### src/rtl/cu_pkg.sv
// cu_pkg: definitions shared by the CU-side ALU sharing logic.
//   ALU_ADD/ALU_SUB/ALU_MUL/ALU_DIV - ALUOP encodings understood by the ALU
//   arb_state_e                     - alu_arbiter FSM states
package cu_pkg;

    localparam logic [1:0] ALU_ADD = 2'b00;
    localparam logic [1:0] ALU_SUB = 2'b01;
    localparam logic [1:0] ALU_MUL = 2'b10;
    localparam logic [1:0] ALU_DIV = 2'b11;

    typedef enum logic [1:0] {
        IDLE  = 2'd0,
        ISSUE = 2'd1,
        WAIT  = 2'd2,
        RESP  = 2'd3
    } arb_state_e;

endpackage

### src/rtl/alu_arb_pick.sv
// alu_arb_pick: combinational 2-way request picker for alu_arbiter.
// Build option: ALU_ARBITER_ROUND_ROBIN_EN
//   defined   - on a tie, grant the requester that was not granted last
//   undefined - fixed priority, requester 0 wins every tie
// Ports:
//   valid0, valid1 - request pending from requester 0 / 1
//   last_grant     - index of the most recent grant
//   grant          - index of the chosen requester (only meaningful when
//                    at least one valid is high)
module alu_arb_pick
    import cu_pkg::*;
(
    input  logic valid0,
    input  logic valid1,
    input  logic last_grant,
    output logic grant
);

`ifdef ALU_ARBITER_ROUND_ROBIN_EN
    always_comb begin
        grant = 1'b0;
        if (valid0 && valid1) begin
            grant = ~last_grant;
        end else if (valid1) begin
            grant = 1'b1;
        end
    end
`else
    // Fixed priority has no use for the history bit.
    logic unused_last_grant;
    assign unused_last_grant = last_grant;

    always_comb begin
        grant = 1'b0;
        if (!valid0 && valid1) begin
            grant = 1'b1;
        end
    end
`endif

endmodule

### src/rtl/alu_arbiter.sv
// alu_arbiter: shares one multi-cycle ALU between two requesters.
// Latches the winning request, issues a single ALU_Start pulse, waits for
// ALU_Done and hands the result back to the owner with a one-cycle Done.
// Build option: ALU_ARBITER_ROUND_ROBIN_EN selects round-robin tie breaking
// (default build is fixed priority, requester 0 first).
//
// Handshake: a requester raises ReqX_Valid with OP/A/B stable and holds
// them until it sees ReqX_Accept (one-cycle pulse), then drops Valid.
// Later, ReqX_Done pulses for one cycle with ReqX_Result valid; the result
// register holds until that requester's next Done. Towards the ALU the
// block drives ALUOP/ALU_A/ALU_B stable from ALU_Start until ALU_Done.
//
// Ports:
//   Clock, Reset                  - posedge clock, synchronous active-high reset
//   Req0_* / Req1_*               - requester Valid/OP/A/B in, Accept/Done/Result out
//   ALUOP, ALU_A, ALU_B, ALU_Start - request to the ALU (all registered)
//   ALU_Result, ALU_Done          - completion from the ALU
//   Busy                          - FSM not in IDLE
//   Err                           - sticky: ALU_Done seen outside WAIT
//   Dbg_State                     - current FSM state for observation
module alu_arbiter
    import cu_pkg::*;
#(
    parameter int WIDTH = 16,
    parameter int OPW   = 2
) (
    input  logic             Clock,
    input  logic             Reset,
    input  logic             Req0_Valid,
    input  logic [OPW-1:0]   Req0_OP,
    input  logic [WIDTH-1:0] Req0_A,
    input  logic [WIDTH-1:0] Req0_B,
    input  logic             Req1_Valid,
    input  logic [OPW-1:0]   Req1_OP,
    input  logic [WIDTH-1:0] Req1_A,
    input  logic [WIDTH-1:0] Req1_B,
    output logic             Req0_Accept,
    output logic             Req1_Accept,
    output logic             Req0_Done,
    output logic             Req1_Done,
    output logic [WIDTH-1:0] Req0_Result,
    output logic [WIDTH-1:0] Req1_Result,
    output logic [OPW-1:0]   ALUOP,
    output logic [WIDTH-1:0] ALU_A,
    output logic [WIDTH-1:0] ALU_B,
    output logic             ALU_Start,
    input  logic [WIDTH-1:0] ALU_Result,
    input  logic             ALU_Done,
    output logic             Busy,
    output logic             Err,
    output logic [1:0]       Dbg_State
);

    arb_state_e       state_q, state_d;
    logic             owner_q, owner_d;
    logic             last_q, last_d;
    logic [OPW-1:0]   op_q, op_d;
    logic [WIDTH-1:0] a_q, a_d;
    logic [WIDTH-1:0] b_q, b_d;
    logic             start_q, start_d;
    logic             acc0_q, acc0_d;
    logic             acc1_q, acc1_d;
    logic             done0_q, done0_d;
    logic             done1_q, done1_d;
    logic [WIDTH-1:0] res0_q, res0_d;
    logic [WIDTH-1:0] res1_q, res1_d;
    logic             busy_q, busy_d;
    logic             err_q, err_d;
    logic             grant;

    alu_arb_pick u_pick (
        .valid0     (Req0_Valid),
        .valid1     (Req1_Valid),
        .last_grant (last_q),
        .grant      (grant)
    );

    always_comb begin
        state_d = state_q;
        owner_d = owner_q;
        last_d  = last_q;
        op_d    = op_q;
        a_d     = a_q;
        b_d     = b_q;
        start_d = 1'b0;
        acc0_d  = 1'b0;
        acc1_d  = 1'b0;
        done0_d = 1'b0;
        done1_d = 1'b0;
        res0_d  = res0_q;
        res1_d  = res1_q;
        // A completion the FSM is not waiting for is never consumed as data.
        err_d   = err_q | (ALU_Done && (state_q != WAIT));

        unique case (state_q)
            IDLE: begin
                if (Req0_Valid || Req1_Valid) begin
                    state_d = ISSUE;
                    owner_d = grant;
                    last_d  = grant;
                    op_d    = grant ? Req1_OP : Req0_OP;
                    a_d     = grant ? Req1_A  : Req0_A;
                    b_d     = grant ? Req1_B  : Req0_B;
                    // Start/Accept are registered, so they appear during ISSUE.
                    start_d = 1'b1;
                    acc0_d  = ~grant;
                    acc1_d  = grant;
                end
            end
            ISSUE: begin
                state_d = WAIT;
            end
            WAIT: begin
                if (ALU_Done) begin
                    state_d = RESP;
                    if (owner_q) begin
                        res1_d  = ALU_Result;
                        done1_d = 1'b1;
                    end else begin
                        res0_d  = ALU_Result;
                        done0_d = 1'b1;
                    end
                end
            end
            RESP: begin
                state_d = IDLE;
            end
            default: begin
                state_d = IDLE;
            end
        endcase

        busy_d = (state_d != IDLE);
    end

    always_ff @(posedge Clock) begin
        if (Reset) begin
            state_q <= IDLE;
            owner_q <= 1'b0;
            last_q  <= 1'b1;   // so round-robin gives requester 0 the first tie
            op_q    <= '0;
            a_q     <= '0;
            b_q     <= '0;
            start_q <= 1'b0;
            acc0_q  <= 1'b0;
            acc1_q  <= 1'b0;
            done0_q <= 1'b0;
            done1_q <= 1'b0;
            res0_q  <= '0;
            res1_q  <= '0;
            busy_q  <= 1'b0;
            err_q   <= 1'b0;
        end else begin
            state_q <= state_d;
            owner_q <= owner_d;
            last_q  <= last_d;
            op_q    <= op_d;
            a_q     <= a_d;
            b_q     <= b_d;
            start_q <= start_d;
            acc0_q  <= acc0_d;
            acc1_q  <= acc1_d;
            done0_q <= done0_d;
            done1_q <= done1_d;
            res0_q  <= res0_d;
            res1_q  <= res1_d;
            busy_q  <= busy_d;
            err_q   <= err_d;
        end
    end

    assign ALUOP       = op_q;
    assign ALU_A       = a_q;
    assign ALU_B       = b_q;
    assign ALU_Start   = start_q;
    assign Req0_Accept = acc0_q;
    assign Req1_Accept = acc1_q;
    assign Req0_Done   = done0_q;
    assign Req1_Done   = done1_q;
    assign Req0_Result = res0_q;
    assign Req1_Result = res1_q;
    assign Busy        = busy_q;
    assign Err         = err_q;
    assign Dbg_State   = state_q;

endmodule

### config.mk
export PLATFORM = sky130hd
export DESIGN_NAME = alu_arbiter
export DESIGN_NICKNAME = d
export VERILOG_FILES = /design/src/rtl/cu_pkg.sv /design/src/rtl/alu_arb_pick.sv /design/src/rtl/alu_arbiter.sv
export SDC_FILE = /design/constraint.sdc
export NUM_CORES = 1
export LEC_CHECK = 0
export ABC_AREA = 1
export CORE_MARGIN = 2
export CORE_UTILIZATION = 33
export DETAILED_ROUTE_END_ITERATION = 10
export PLACE_DENSITY = 0.7
export SLEW_MARGIN = 0
export SYNTH_ARGS = -nofsm -noshare
export SYNTH_HDL_FRONTEND = slang
export SYNTH_SLANG_ARGS = --single-unit
### constraint.sdc
create_clock -name Clock -period 1.71 [get_ports Clock]
set_input_delay 0.342 -clock Clock [delete_from_list [all_inputs] [get_ports Clock]]
set_output_delay 0.342 -clock Clock [all_outputs]
set_load 0.1 [all_outputs]
# Word-level counts from Yosys, hierarchy flattened
# Cells that the tools add are included.
classes:
  add_sub_neg: 0
  n_mul: 0
  div: 0
  magnitude_cmp: 0
  n_eq_ne: 4
  shifts: 0
  n_mux: 10
  bitwise: 7
  n_reduce_logical: 12
ops:
  columns: ["operator", "n"]
  rows:
  - ["$mux 16", 2]
  - ["$pmux 2 s4", 1]
  - ["$mux 2", 3]
  - ["$not 1->1", 6]
  - ["$reduce_and 3->1", 2]
  - ["$reduce_or 3->1", 2]
  - ["$eq 2x2->1 const B", 2]
  - ["$mux 1", 4]
  - ["$eq 2x1->1 const B", 1]
  - ["$logic_and 1x1->1", 2]
  - ["$logic_not 2->1", 1]
  - ["$ne 2x2->1 const B", 1]
  - ["$reduce_and 2->1", 1]
  - ["$reduce_bool 2->1", 1]
  - ["$reduce_or 2->1", 1]
  - ["$logic_not 1->1", 1]
  - ["$logic_or 1x1->1", 1]
  - ["$or 1x1->1", 1]
totals:
  ff_bits: 76
  latchBits: 0
  ram_bits: 0
  romBits: 0
  out_inout_bits: 75
  wordCells: 47
  memories: 0

# Logic depth before layout (Yosys ltp)
depth:
  depth_word: 4
  ltp_mapped: 8
  depth_no_buf: 7

# Cells and area by module
# A second synthesis with hierarchy kept.
hier_totals:
  hier_cells: 481
  area_unflattened_um2: 3289.4
by_module_without_submodules:
  columns: ["mod", "n_inst", "cells_per_inst", "area_per_inst_um2", "seq_area_each_um2"]
  rows:
  - ["alu_arbiter", 1, 479, 3279.4, 1541.5]
  - ["alu_arb_pick", 1, 2, 10.0, 0.0]

# Worst setup path before layout
# No wires, ideal clock.
synth_path:
  kind: "register to register"
  from: "reg state_q[0] (netlist: Dbg_State[0])"
  to: "reg res1_q[10] (netlist: Req1_Result[10])"
  setup_ps: 67
  arrival_ps: 2084
  t_required_ps: 1643
  slack_ps: -441
  path_stages_with_launch: 9
  cell_sequence: "dfxtp_1 -> inv_1 -> ha_1 -> nand2_2 -> nor2_4 -> inv_1 -> buf_2 -> nor2_1 -> nor2_1"
synth_via:
  elab_chain_len: 2
synth_rtl:
  columns: ["item", "line", "text"]
  rows:
  - ["start, declared", "alu_arbiter.sv:54", "arb_state_e state_q, state_d;"]
  - ["start signal, assigned", "alu_arbiter.sv:154", "state_q <= state_d;"]
  - ["$eq 2x2->1", "alu_arbiter.sv:95", "unique case (state_q)"]
  - ["$reduce_and 3->1 (no line)", null, null]
  - ["end signal, assigned", "alu_arbiter.sv:166", "res1_q <= res1_d;"]
  - ["end, declared", "alu_arbiter.sv:66", "logic [WIDTH-1:0] res1_q, res1_d;"]
# Every way passes these cells.
# A chain may end at the register's enable or synchronous reset.

# Final worst setup path
layout_path:
  from: "reg state_q[0] (netlist: Dbg_State[0])"
  to: "reg res1_q[9] (netlist: Req1_Result[9])"
# Same word-level chain as after synthesis.

==> impl_metrics.json <==
{
  "status": "completed",
  "fin_ws_ns": 0.160,
  "drc": 0,
  "place_area_um2": 6100,
  "antenna_left": 0,
  "hold_viol": 0,
  "vias": 3756,
  "post_cts_buffers": 0,
  "initial_core_util_pct": 33.9,
  "drive_gt1_share_pct": 17.2,
  "slew-limit-headroom_pct": 63.5,
  "grt_max_degree": 29,
  "skew_ns": 0.00857,
  "dieHeight_um": 107,
  "n_antenna_cell": 0,
  "worstMarginPinSlew_ns": 0.546,
  "drv_slew": 0,
  "clockBufferDepth": 2,
  "drtIter0Drc": 112,
  "peakVddDrop_mv": 0.807,
  "cts_hold_buffers": 0,
  "dieArea_um2": 11400,
  "numCtsBuffers": 9,
  "ff_latch_area_um2": 1530,
  "cap_violations": 0,
  "p_leak_uw": 0.00297,
  "core_area_um2": 10300,
  "crit_path_max_fanout": 16,
  "num-fill-cells": 894,
  "multiInputGateArea_um2": 1510,
  "clock_sinks": 76,
  "fin_crit_sh_pct": 90.7,
  "min_from": "Err$_SDFF_PP0_",
  "fin_crit_ns": 1.55,
  "synth_area_um2": 3490,
  "fin_setup_tns_ns": 0,
  "io_buffers": 163,
  "wl_mm": 10.6,
  "clock_latency_ns": 0.35,
  "area_growth_pct": 80.2,
  "ys_types": 21,
  "crit-reg2reg-launch": "Dbg_State[0]$_SDFF_PP0_",
  "wire_per_inst_um": 12.5,
  "reg2regPathDepth": 7,
  "grt_antenna_before_repair": 0,
  "clk_pin_slew_ns": 0.08,
  "rsz0062_at_grt": "no",
  "die_x_um": 107,
  "rrSetupSlack_ns": 0.16,
  "grt_pass1_wl_mm": 17.4,
  "synth_top_cell_by_area": "dfxtp_1",
  "yosysSeqAreaShare_pct": 43.6,
  "netlist_instances": 544,
  "cp.required_ns": 2.00,
  "r2r_end": "Req1_Result[9]$_SDFFE_PP0P_",
  "grt_use_total_pct": 19.0,
  "fmax_mhz": 645,
  "fin_nets": 802,
  "post_cts_resized": 0,
  "htreeDepth": 3,
  "grt_pass1_vias": 3752,
  "ys_ff_latch": 76,
  "setup.worst_path.class": "reg -> reg",
  "place.gp.congestion": 0.753,
  "setup.worst_path.start_class": "flip-flop",
  "cp-startpoint": "Dbg_State[0]$_SDFF_PP0_",
  "gr-total-overflow": 0,
  "whs_endpoint": "Err$_SDFF_PP0_",
  "num_rows": 37,
  "final_area_um2": 6280,
  "dp_hpwl_mm": 8.20,
  "placed_cells": 835,
  "yosysWarningCount": 0,
  "endpoint_kind": "flip-flop",
  "synth.net_count": 636,
  "setup_viol": 0,
  "hold_path.class": "reg -> reg",
  "min_path_cells": 2,
  "whs_ns": 0.551,
  "yosys.area.top_type_share_pct": 43.6,
  "first_pass_iters": 4,
  "arrival_ns": 1.84,
  "pin_count": 164,
  "stdcell_count": 850,
  "syn_area_per_cell_um2": 6.41,
  "vias_per_cell": 4.42,
  "synthTopCellsByArea": "dfxtp_1, nor2_1, nand2_1, inv_1, nand3_1",
  "cts_root_buffer": "clkbuf_8",
  "cts_tree": "yes",
  "preCtsSetupSlack_ns": -0.0763,
  "p_per_area_nw_per_um2": 1600
}
## cell type report
| type | count | share of cell area, % |
|---|---|---|
| Tap cell | 136 | 2.71 |
| Clock inverter | 5 | 0.558 |
| Multi-Input combinational cell | 359 | 24.0 |
| Clock buffer | 10 | 2.37 |
| Sequential cell | 76 | 24.3 |
| Inverter | 82 | 4.90 |
| Timing Repair Buffer | 182 | 41.2 |
## stage by stage
step           util (%)  total power, uW
4_1_cts            61.1            10200
6_report           61.1            10100
3_3_place_gp       59.3             8750
2_1_floorplan         -             6410
5_1_grt            61.1            10600
3_5_place_dp       59.3             8870
## worst max path at each step
| stage | endpoint | slack (ns) | cells after the start |
|---|---|---|---|
| finish | Req1_Result[9]$_SDFFE_PP0P_ | 0.16 | 7 |
| global route | Req1_Result[9]$_SDFFE_PP0P_ | 0.008 | 7 |
| CTS | Req1_Result[9]$_SDFFE_PP0P_ | 0.12 | 7 |
| detailed placement | ALU_A[5]$_SDFFE_PP0P_ | -0.08 | 7 |
| global placement | ALU_A[5]$_SDFFE_PP0P_ | -0.03 | 7 |
| floorplan | Req1_Result[10]$_SDFFE_PP0P_ | 0.02 | 7 |
## worst max-delay path, cell delays in order (launching register included)
cell and delay (ns):
dfxtp_4 0.37, inv_1 0.08, ha_1 0.24, nand2_2 0.14, nor2_4 0.04, inv_1 0.40
nor2_1 0.11, nor2_1 0.12
## placed cells by master (no fill, tap or decap), types with 2 or more instances in the layout
cell / instances
buf_12: 80
buf_4: 14
clkbuf_8: 9
clkdlybuf4s50_1: 88
clkinv_2: 2
dfxtp_1: 74
ha_1: 3
inv_1: 77
inv_2: 5
nand2_1: 106
nand2_2: 2
nand3_1: 37
nor2_1: 170
nor2_4: 3
o21ai_0: 33
## flip-flops by register name (all words and copies together) (netlist names)
signal	count
ALU_A	16
ALUOP	2
ALU_Start	1
Req0_Result	16
Req1_Accept	1
Dbg_State	2
Req0_Done	1
Req1_Done	1
owner_q	1
Req1_Result	16
Req0_Accept	1
ALU_B	16
Err	1
Busy	1
## synthesized netlist by cell type (all sizes together)
master / n
buf: 17
inv: 81
ha: 3
nor3: 1
nand3: 37
nand2: 108
nor2: 174
a21oi: 1
dfxtp: 76
clkinv: 1
o21ai: 35
clkbuf: 10
## cells by family (layout without fill, tap and decap cells)
kind of cell               count (synthesis)  in the layout  share of synthesized area [%]
DFF                                       76             76                           43.6
buffers and inverters                    109            279                           13.1
and+or+nand+nor                          320            320                           36.7
adders and majority gates                  3              3                           1.08
AOI/OAI and AO/OA                         36             36                           5.49
## routing by layer
metal / up-vias / GRT usage (%) / part of all wire [%]
li1: 1936 / - / -
met1: 1668 / 21.3 / 40
met2: 133 / 32.7 / 48
met3: 19 / 7.72 / 10
met4: 0 / 6.31 / 1.7
met5: - / 0 / 0
## where the power goes
group / internal [uW] / switching [uW]
registers: 2170 / 413
clock network: 610 / 673
logic: 2200 / 4010
Note: power is estimated with default switching activity, not from simulation.
==> variant: new RTL, config.mk and constraints unchanged <==
Add an input register stage for `Req0_B`, without a reset; this delays it by one clock. The other inputs are not delayed to match.
--- a/src/rtl/alu_arbiter.sv
+++ b/src/rtl/alu_arbiter.sv
@@ -52,4 +52,10 @@
 );
 
+    logic [WIDTH-1:0] Req0_B_q;
+
+    always_ff @(posedge Clock) begin
+        Req0_B_q <= Req0_B;
+    end
+
     arb_state_e       state_q, state_d;
     logic             owner_q, owner_d;
@@ -101,5 +107,5 @@
                     op_d    = grant ? Req1_OP : Req0_OP;
                     a_d     = grant ? Req1_A  : Req0_A;
-                    b_d     = grant ? Req1_B  : Req0_B;
+                    b_d     = grant ? Req1_B  : Req0_B_q;
                     // Start/Accept are registered, so they appear during ISSUE.
                     start_d = 1'b1;
Function: changed (a bounded check fails within 4 cycles, from zero or initial values and one cycle with Reset high).
==> variant against the unedited design <==
Critical path depth rose by 1; routed wire length rose by 6.7%; design area rose by 9.1%; total power rose by 14%; combinational power rose by 2%; non-clock buffer count fell by 3; sequential cell count rose by 16; worst hold slack got worse by 0.16 ns; area after synthesis rose by 11%; setup slack improved by 0.036 ns; critical path type unchanged; largest cell class unchanged.
==> variant: results <==
metrics = {
    "power": {
        "swShare": 0.461,
        "power_switching_mw": 5.30,
        "vdd_drop_max_mv": 1.09,
        "seq_power_mw": 2.98,
        "p_comb_frac": 0.549,
        "leakagePower_nw": 3.18,
    },
    "logic_synthesis": {
        "synth_area_leaders": "dfxtp_1 48%, nor2_1 15%, nand2_1 10%",
        "synth_edf_count": 0,
        "synth_seq_area_share": 0.476,
        "ys_types": 24,
        "synth_nets": 652,
        "async_flop_share": 0,
        "synthTopCellsByCount": "151 x nor2_1, 106 x nand2_1, 92 x dfxtp_1, 77 x inv_1, 37 x nand3_1",
        "ys_warn_count": 0,
    },
    "global_route": {
        "grt_usage": 0.181,
        "met3_usage": 0.0616,
        "grt_util_met1": 0.200,
        "grt_pass1_wl_um": 18300,
        "antenna_found_initial": 0,
        "use_met2": 0.325,
        "first_global_vias": 3808,
        "grt_max_degree": 35,
    },
    "clock_tree": {
        "clk_latency_ns": 0.34,
        "cts_buffer_depth": 2,
        "cts_resized": 0,
        "cts_root_buffer": "clkbuf_16",
    },
    "setup_path": {
        "reg2reg_depth": 8,
        "worstPathArrival_ns": 1.74,
        "endpoint": "ALU_B[12]$_SDFFE_PP0P_",
        "slowest_stage": "dfxtp_4",
        "crit_fanout": 17,
        "rrSetupSlack_ns": 0.20,
        "cpPeakStageDelay_ns": 0.36,
    },
    "detailed_routing": {
        "wl_met2_um": 5730,
        "via_per_inst": 4.42,
        "wl_met1_um": 4540,
        "drt_wl_total_um": 11300,
        "first_iter_violations": 193,
        "dr_wl_met3_um": 903,
    },
    "sta": {
        "max_freq_mhz": 660,
        "tightest_slew_ns": 0.473,
        "skew_ns": 0.00694,
        "hold_violations": 0,
    },
    "place": {
        "place_ws_ns": 0.0453,
        "gp_congestion": 0.775,
        "dp_hpwl_um": 8360,
    },
    "worst_hold_path": {
        "worstHoldPathType": "input port to flop",
        "hp-start": "Req1_Valid",
        "hold_depth": 3,
        "hold_path_end": "Req1_Accept$_SDFF_PP0_",
    },
    "finish": {
        "drive_gt1_frac": 0.193,
        "num-nets-final": 815,
    },
    "status": {
        "outcome": "finished, final reports clean",
    },
}
-- variant: cell types whose count changed in the layout (fill, tap and decap cells not counted), sizes merged --
cell	unedited run	this run
clkdlybuf4s50	88	87
clkinv	3	1
clkinvlp	1	2
dfxtp	76	92
inv	83	82
bufinv	0	2
buf	94	92
-- variant: cells by family after synthesis --
logic type,after synthesis,synth area share
adder cells (fa/ha/maj),3,0.00969
flip-flops,92,0.476
AO/OA/AOI/OAI,36,0.0494
buffers and inverters,109,0.118
AND/OR/NAND/NOR,320,0.347
-- variant: layout make-up --
class | instances | area, um^2
clock buffer | 10 | 250
clock inverter | 5 | 83.8
fill | 1023 | 4560
inverter | 82 | 310
multi-input combinational | 359 | 1570
sequential | 92 | 1850
tap | 143 | 179
timing repair buffer | 179 | 2610
-- variant: per-stage QoR --
step	cells	cell area [um^2]	hold slack (ns)
after CTS	870	6850	0.381
after detailed placement	855	6520	0.541
after global placement	855	6520	0.524
after global routing	870	6850	0.390
after floorplan	560	3880	0.370
final	870	6850	0.391
